`src/rtl/alu_mult_sequencer.sv`:
```
// Sequential 16x16 -> 32 multiplier that borrows the EX-stage ALU adder for
// one shift-add step per cycle; the result lands in the HI/LO registers.
module alu_mult_sequencer #(
    parameter logic [2:0] OP_ADD  = 3'b010,
    parameter logic [2:0] OP_IDLE = 3'b000,
    parameter int         WIDTH   = 16
) (
    input  logic             clk,
    input  logic             rst_n,
    input  logic             start,
    input  logic             signed_mode,
    input  logic [WIDTH-1:0] op_a,
    input  logic [WIDTH-1:0] op_b,
    output logic             busy,
    output logic             done,
    output logic [WIDTH-1:0] hi,
    output logic [WIDTH-1:0] lo,
    output logic [WIDTH-1:0] alu_x,
    output logic [WIDTH-1:0] alu_y,
    output logic             alu_cin,
    output logic [2:0]       alu_opcod,
    input  logic [WIDTH-1:0] alu_out,
    input  logic             alu_cout
);

    localparam int                   CW     = $clog2(WIDTH);
    localparam logic [CW-1:0]        LAST   = CW'(WIDTH - 1);
    localparam logic [CW-1:0]        CNT1   = CW'(1);
    localparam logic [WIDTH-1:0]     ONE_W  = WIDTH'(1);
    localparam logic [2*WIDTH-1:0]   ONE_P  = (2*WIDTH)'(1);

    typedef enum logic [2:0] {
        S_IDLE,
        S_LOAD,
        S_ITER,
        S_FIX,
        S_DONE
    } state_t;

    state_t             state_q;
    logic [WIDTH-1:0]   mcand_q;
    logic [WIDTH-1:0]   mplier_q;
    logic [WIDTH-1:0]   acc_q;
    logic               sm_q;
    logic               neg_q;
    logic [CW-1:0]      cnt_q;
    logic               busy_q;
    logic               done_q;
    logic [WIDTH-1:0]   hi_q;
    logic [WIDTH-1:0]   lo_q;

    logic [WIDTH-1:0]   mcand_abs_d;
    logic [WIDTH-1:0]   mplier_abs_d;
    logic [2*WIDTH-1:0] prod_d;

    // Magnitudes for LOAD, sign fix-up for FIX, and ALU ownership decode.
    // NOTE: every always_comb output gets a default first so no path leaves it unassigned, which would infer a latch.
    always_comb begin
        mcand_abs_d  = mcand_q;
        mplier_abs_d = mplier_q;
        if (sm_q && mcand_q[WIDTH-1])  mcand_abs_d  = ~mcand_q + ONE_W;
        if (sm_q && mplier_q[WIDTH-1]) mplier_abs_d = ~mplier_q + ONE_W;

        prod_d = {acc_q, mplier_q};
        if (neg_q) prod_d = ~{acc_q, mplier_q} + ONE_P;

        alu_x     = '0;
        alu_y     = '0;
        alu_cin   = 1'b0;
        alu_opcod = OP_IDLE;
        if (state_q == S_ITER) begin
            alu_x     = acc_q;
            alu_y     = mcand_q;
            alu_opcod = OP_ADD;
        end
    end

    // NOTE: sequential state uses non-blocking assignments so every register samples pre-edge values.
    always_ff @(posedge clk) begin
        if (!rst_n) begin
            // NOTE: all state is plain flops, so everything is cleared on reset; there is no memory to leave untouched.
            state_q  <= S_IDLE;
            mcand_q  <= '0;
            mplier_q <= '0;
            acc_q    <= '0;
            sm_q     <= 1'b0;
            neg_q    <= 1'b0;
            cnt_q    <= '0;
            busy_q   <= 1'b0;
            done_q   <= 1'b0;
            hi_q     <= '0;
            lo_q     <= '0;
        end else begin
            case (state_q)
                S_IDLE: begin
                    if (start) begin
                        mcand_q  <= op_a;
                        mplier_q <= op_b;
                        sm_q     <= signed_mode;
                        busy_q   <= 1'b1;
                        state_q  <= S_LOAD;
                    end
                end
                S_LOAD: begin
                    mcand_q  <= mcand_abs_d;
                    mplier_q <= mplier_abs_d;
                    neg_q    <= sm_q & (mcand_q[WIDTH-1] ^ mplier_q[WIDTH-1]);
                    acc_q    <= '0;
                    cnt_q    <= '0;
                    state_q  <= S_ITER;
                end
                S_ITER: begin
                    // Right shift of {carry, partial sum, multiplier} by one bit.
                    if (mplier_q[0]) begin
                        acc_q    <= {alu_cout, alu_out[WIDTH-1:1]};
                        mplier_q <= {alu_out[0], mplier_q[WIDTH-1:1]};
                    end else begin
                        acc_q    <= {1'b0, acc_q[WIDTH-1:1]};
                        mplier_q <= {acc_q[0], mplier_q[WIDTH-1:1]};
                    end
                    cnt_q <= cnt_q + CNT1;
                    if (cnt_q == LAST) state_q <= S_FIX;
                end
                S_FIX: begin
                    {hi_q, lo_q} <= prod_d;
                    busy_q       <= 1'b0;
                    done_q       <= 1'b1;
                    state_q      <= S_DONE;
                end
                S_DONE: begin
                    done_q  <= 1'b0;
                    state_q <= S_IDLE;
                end
                default: begin
                    busy_q  <= 1'b0;
                    done_q  <= 1'b0;
                    state_q <= S_IDLE;
                end
            endcase
        end
    end

    assign busy = busy_q;
    assign done = done_q;
    assign hi   = hi_q;
    assign lo   = lo_q;

endmodule

```
`config.mk`:
```
export PLATFORM = sky130hd
export DESIGN_NAME = alu_mult_sequencer
export DESIGN_NICKNAME = d
export VERILOG_FILES = /design/src/rtl/alu_mult_sequencer.sv
export SDC_FILE = /design/constraint.sdc
export NUM_CORES = 1
export LEC_CHECK = 0
export BUFFER_PORTS_ARGS = -buffer_cell sky130_fd_sc_hd__clkbuf_2
export CAP_MARGIN = 20
export CORE_MARGIN = 3
export CORE_UTILIZATION = 30
export DETAILED_ROUTE_END_ITERATION = 12
export SYNTH_ARGS = -nofsm -noshare
export SYNTH_HDL_FRONTEND = slang
export SYNTH_SLANG_ARGS = --single-unit
```
`constraint.sdc`:
```
create_clock -name clk -period 2.75 [get_ports clk]
set_input_delay 0.1375 -clock clk [delete_from_list [all_inputs] [get_ports clk]]
set_output_delay 0.1375 -clock clk [all_outputs]
set_load 0.05 [all_outputs]
```
# After elaboration in Yosys (flattened, before gate mapping)
# Index checks and enable logic that the tools add are counted.
dict set report totals {
  latchBits 0
  reg_bits 91
  wordCells 63
  romBits 0
  out_inout_bits 70
  n_memories 0
  in_bits 53
  ramBits 0
}
dict set report classes {
  eq_ne 9
  reduce_logical 13
  bitwise 6
  div 0
  n_addsub 4
  n_mul 0
  order_cmp 0
  n_shift 0
  muxes 20
}
# op n
set ops {}
lappend ops {{$mux W16} 8}
lappend ops {{$pmux W16 S2} 2}
lappend ops {{$pmux W16 S3} 1}
lappend ops {{$add A16 B1 Y16 const B} 2}
lappend ops {{$add A32 B1 Y32 const B} 1}
lappend ops {{$mux W32} 1}
lappend ops {{$not A16 Y16} 2}
lappend ops {{$not A32 Y32} 1}
lappend ops {{$pmux W3 S4} 1}
lappend ops {{$pmux W4 S2} 1}
lappend ops {{$eq A3 B2 Y1 const B} 2}
lappend ops {{$mux W3} 2}
lappend ops {{$ne A2 B2 Y1 const B} 3}
lappend ops {{$reduce_and A2 Y1} 3}
lappend ops {{$reduce_and A3 Y1} 2}
lappend ops {{$reduce_or A3 Y1} 2}
lappend ops {{$add A4 B1 Y4 const B} 1}
lappend ops {{$eq A4 B4 Y1 const B} 1}
lappend ops {{$pmux W1 S2} 2}
lappend ops {{$reduce_bool A2 Y1} 2}
lappend ops {{$eq A3 B1 Y1 const B} 1}
lappend ops {{$eq A3 B3 Y1 const B} 1}
lappend ops {{$logic_not A3 Y1} 1}
lappend ops {{$reduce_bool A3 Y1} 1}
lappend ops {{7 further kinds} 8}

# Logic depth before layout (Yosys ltp)
dict set report depth {
  word_depth 4
  ltp_mapped 9
  mapped_depth_nobuf 7
}

# Least setup slack after synthesis
# Ideal clock, no wire load.
dict set report synth_timing {
  path_kind {reg2reg}
  startpoint {register mplier_q[0]}
  endpoint {register mplier_q[10]}
  t_required_ns 2.615
  setup_slack_ns 0.514
  path_stages_with_launch 9
  synth_period_minus_slack_ns 2.236
  n_path_buf 2
  t_arrival_ns 2.101
  setup_ns 0.135
  path_cell_list {dfxtp_1 -> clkbuf_1 -> inv_1 -> ha_1 -> or4b_4 -> buf_6 -> or3_1 -> a222oi_1 -> o32ai_1}
}
dict set report synth_between {
  elab_chain_cells 4
}
# element line_no
set synth_lines {}
lappend synth_lines {{start: declaration} 42} ;# logic [WIDTH-1:0] mplier_q;
lappend synth_lines {{start signal: assignment} 98} ;# mplier_q <= op_b;
lappend synth_lines {{start signal: assignment} 106} ;# mplier_q <= mplier_abs_d;
lappend synth_lines {{start signal: assignment} 116} ;# mplier_q <= {alu_out[0], mplier_q[WIDTH-1:1]};
lappend synth_lines {{$not A16 Y16} 62} ;# if (sm_q && mplier_q[WIDTH-1]) mplier_abs_d = ~mplier_q + ONE_W;
lappend synth_lines {{$add A16 B1 Y16} 62}
lappend synth_lines {{$mux W16} 62}
lappend synth_lines {{$pmux W16 S3} 94} ;# case (state_q)
# No other way between the ends. The select of a mux whose other input is x is not followed.
# A chain may end at the register's enable or synchronous reset.

# Worst setup path after layout
dict set report layout_timing {
  startpoint {register state_q[1]}
  endpoint {output alu_opcod[1]}
}
dict set report layout_between {
  elab_chain_cells 2
}
# element line_no
set layout_lines {}
lappend layout_lines {{start: declaration} 40} ;# state_t state_q;
lappend layout_lines {{start signal: assignment} 82} ;# state_q <= S_IDLE;
lappend layout_lines {{start signal: assignment} 101} ;# state_q <= S_LOAD;
lappend layout_lines {{start signal: assignment} 110} ;# state_q <= S_ITER;
lappend layout_lines {{$eq A3 B2 Y1} 71} ;# if (state_q == S_ITER) begin
lappend layout_lines {{$mux W2} 71}
lappend layout_lines {{end: declaration} 21} ;# output logic [2:0] alu_opcod,
# No other way between the ends.

==> results_dict.tcl <==
set metrics [dict create \
    status "complete, no violations" \
    critPathMaxStageDelay_ns 0.72 \
    rrSetupSlack_ns 0.53 \
    pwr-share-seq_pct 42.3 \
    worstSetupPathType "flop to output port" \
    tightest_slew_ns 0.8680 \
    multi_input_area_mm2 0.003196 \
    io_pins 123 \
    clk_pin_slew_worst_paths_ns 0.06 \
    reg2regPathDepth 7 \
    synthAdderAreaFrac_pct 0.7056 \
    p_leak_nw 2.638 \
    drive_above_1_share_pct 24.80 \
    nets 813 \
    postCtsSetupBuffers 0 \
    hold_start "op_a[0]" \
    synth.cell_area_mm2 0.005320 \
    ir_drop_mv 0.3187 \
    synth_top_family_by_area "simple AND/OR/NAND/NOR gates" \
    place.gp.congestion 0.8114 \
    p_sw_share_pct 33.36 \
    yosys_warnings 0 \
    drt-pass1-iter-count 5 \
    cts_buffers 9 \
    crit_start "state_q[1]$_SDFFE_PN0P_" \
    r2r_end "mplier_q[14]$_SDFFE_PN0P_" \
    synth-edff-count 0 \
    crit_family "simple AND/OR/NAND/NOR gates" \
    crit_end "alu_opcod[1]" \
    start_util_pct 30.65 \
    clock_latency_ns 0.34 \
    clkPwrFrac_pct 33.3 \
    fin_worst_skew_ns 0.005028 \
    diodes 0 \
    ys_ff_latch 91 \
    p_int_mw 2.358 \
    core_area_mm2 0.01736 \
    grtUsageTotal_pct 16.95 \
    fillerInstances 1848 \
    cp-end-kind "output port" \
    layout_common_cells "118 x clkbuf_2, 91 x dfxtp_1, 65 x nor2_1" \
    syn_avg_cell_area_um2 7.929 \
    synth_xor_xnor_area_share_pct 3.951 \
    finalWirelength_um 16730 \
    timing.critical_path.buf_inv 2 \
    die_h_um 139.2 \
    dr_total_vias 5303 \
    required_ns 2.61 \
    yosys.area.top_type "dfxtp_1" \
    synth-main-ff-cell "dfxtp_1" \
    vias_per_cell 5.373 \
    postLayoutCellArea_mm2 0.006375 \
    htreeDepth 3 \
    cts_resized 0 \
    period_share_pct 86.38 \
    critical_path_cell_count 3 \
    wl_per_cell_um 16.95 \
    p_per_area_mw_per_mm2 555.0 \
    rsz0062_at_grt "no" \
    arrival_ns 2.24 \
    clkSinkCount 91 \
    crit_slowest_cell "and2_1" \
    synth_cells 671 \
    drcViolationCount 0 \
    drtIter0Drc 605 \
    grt_overflow_total 0 \
    maxSlewHeadroom_pct 42.13 \
    rows 48 \
    die_area_mm2 0.01937 \
    tritoncts "built" \
    grt_pass1_vias 4857 \
    hold_path_class "input port to flop" \
    netlist_top_cells_area "dfxtp_1 34%, nor2_1 4.7%, o21ai_0 4.5%" \
    yosys.area.top_type_share_pct 34.24 \
    start_kind "flop" \
    synth-compound-area-share_pct 24.72 \
    ant_nets 0 \
    regToRegStartpoint "mplier_q[1]$_SDFFE_PN0P_" \
    die_x_um 139.2 \
    hpwl_um 11990 \
    yosys.area_share.simple_pct 26.13 \
    cp_cell_sequence "and2_1 > buf_4 > buf_12" \
    grt_pass1_wl_um 26950 \
    io_buffers 119 \
    placed_area_mm2 0.006101 \
    muxShareOfSynthArea_pct 4.139 \
    clock-root-buffer "clkbuf_16" \
    async_flop_share_pct 0 \
    fmaxAchievable_mhz 421.0 \
    finalHoldViolCount 0 \
    finalSetupViolations 0 \
    cts_max_path_buffers 2 \
    min_period_ns 2.376 \
    pwr-share-comb_pct 24.4 \
    ys_seq_area_share_pct 34.24 \
    slew_viol_final 0 \
    layout_commonest_cell "clkbuf_2" \
    max_cap_violations 0 \
    crit_fanout 18 \
    cts_hold_repair.buffers 0 \
    grt_max_degree 55 \
    seqCellArea_mm2 0.001822 \
    power_switching_mw 1.180 \
    setup_tns_ns 0 \
    yosysUniqueCellTypes 70 \
    antenna_found_initial 0 \
    area_growth_pct 19.83 \
]
[worst min-delay path by stage]
| stage | endpoint | slack, ns | cells past startpoint |
|---|---|---|---|
| final | mcand_q[0]$_SDFFE_PN0P_ | 0.03 | 3 |
| after detailed placement | mcand_q[0]$_SDFFE_PN0P_ | 0.39 | 3 |
| after CTS | mcand_q[0]$_SDFFE_PN0P_ | 0.02 | 3 |
| after floorplan | mcand_q[0]$_SDFFE_PN0P_ | 0.28 | 2 |
| after global routing | mcand_q[0]$_SDFFE_PN0P_ | 0.04 | 3 |
| after global placement | mcand_q[0]$_SDFFE_PN0P_ | 0.39 | 3 |
[logic make-up after synthesis]
group,Yosys count
buffers and inverters,76
AO/OA/AOI/OAI,201
adder cells (fa/ha/maj),3
multiplexers,20
flip-flops,91
XOR/XNOR,24
other,1
AND/OR/NAND/NOR,255
[stage by stage]
stage / total power, mW / instances / setup slack (ns) / utilization (%) / hold WS (ns)
6_report: 3.538 / 987 / 0.3745 / 36.73 / 0.03161
5_1_grt: 3.721 / 987 / 0.2477 / 36.73 / 0.04196
4_1_cts: 3.565 / 987 / 0.3982 / 36.73 / 0.02186
3_5_place_dp: 2.383 / 971 / 0.5516 / 35.15 / 0.3855
3_3_place_gp: 2.378 / 971 / 0.6091 / 35.15 / 0.3869
2_1_floorplan: 2.141 / 673 / 0.5139 / - / 0.2847
[sequential cells by signal (all words and copies together) (netlist names)]
| signal | flops |
|---|---|
| lo | 16 |
| mplier_q | 16 |
| mcand_q | 16 |
| acc_q | 16 |
| state_q | 3 |
| done | 1 |
| sm_q | 1 |
| hi | 16 |
| neg_q | 1 |
| busy | 1 |
| cnt_q | 4 |
[power by group through the flow]
stage,sequential (mW),combinational [mW],clock [mW]
after global routing,1.51,0.951,1.26
after CTS,1.49,0.863,1.21
final,1.50,0.862,1.18
after floorplan,1.50,0.640,0
after global placement,1.52,0.855,0
after detailed placement,1.52,0.859,0
[cell type report]
class | instances | area share [%]
clock buffer | 14 | 4.141
tap | 225 | 4.416
sequential | 91 | 28.58
clock inverter | 2 | 0.1570
inverter | 9 | 0.5299
timing repair buffer | 140 | 12.05
multi-input combinational | 506 | 50.13
[layer usage]
metal | track usage [%] | part of all wire [%]
met5 | 0 | 0
met4 | 5.510 | 1.9
met3 | 3.621 | 5.6
met2 | 25.13 | 44
met1 | 24.47 | 49
[cells in the mapped netlist, types with 4 or more instances]
library cell,n
a211oi_1,15
a21oi_1,47
a221oi_1,6
a222oi_1,7
a22oi_1,18
a31oi_1,6
and3_1,32
buf_1,7
buf_2,8
clkbuf_1,47
dfxtp_1,91
inv_1,8
mux2_2,16
mux2i_1,4
nand2_1,44
nand2b_1,6
nand3_1,24
nand3b_1,8
nand4_1,8
nor2_1,66
nor2b_1,5
nor3_1,16
nor3b_1,7
nor4_1,8
o211ai_1,5
o21ai_0,48
o21ai_1,5
o22ai_1,6
o31ai_1,8
or3_1,9
xnor2_1,7
xor2_1,17
[worst min-delay path, stage by stage]
cell and delay, ns:
clkbuf_2 0.08, mux2i_1 0.06, nor2_1 0.07
Note: power is estimated with default switching activity, not from simulation.
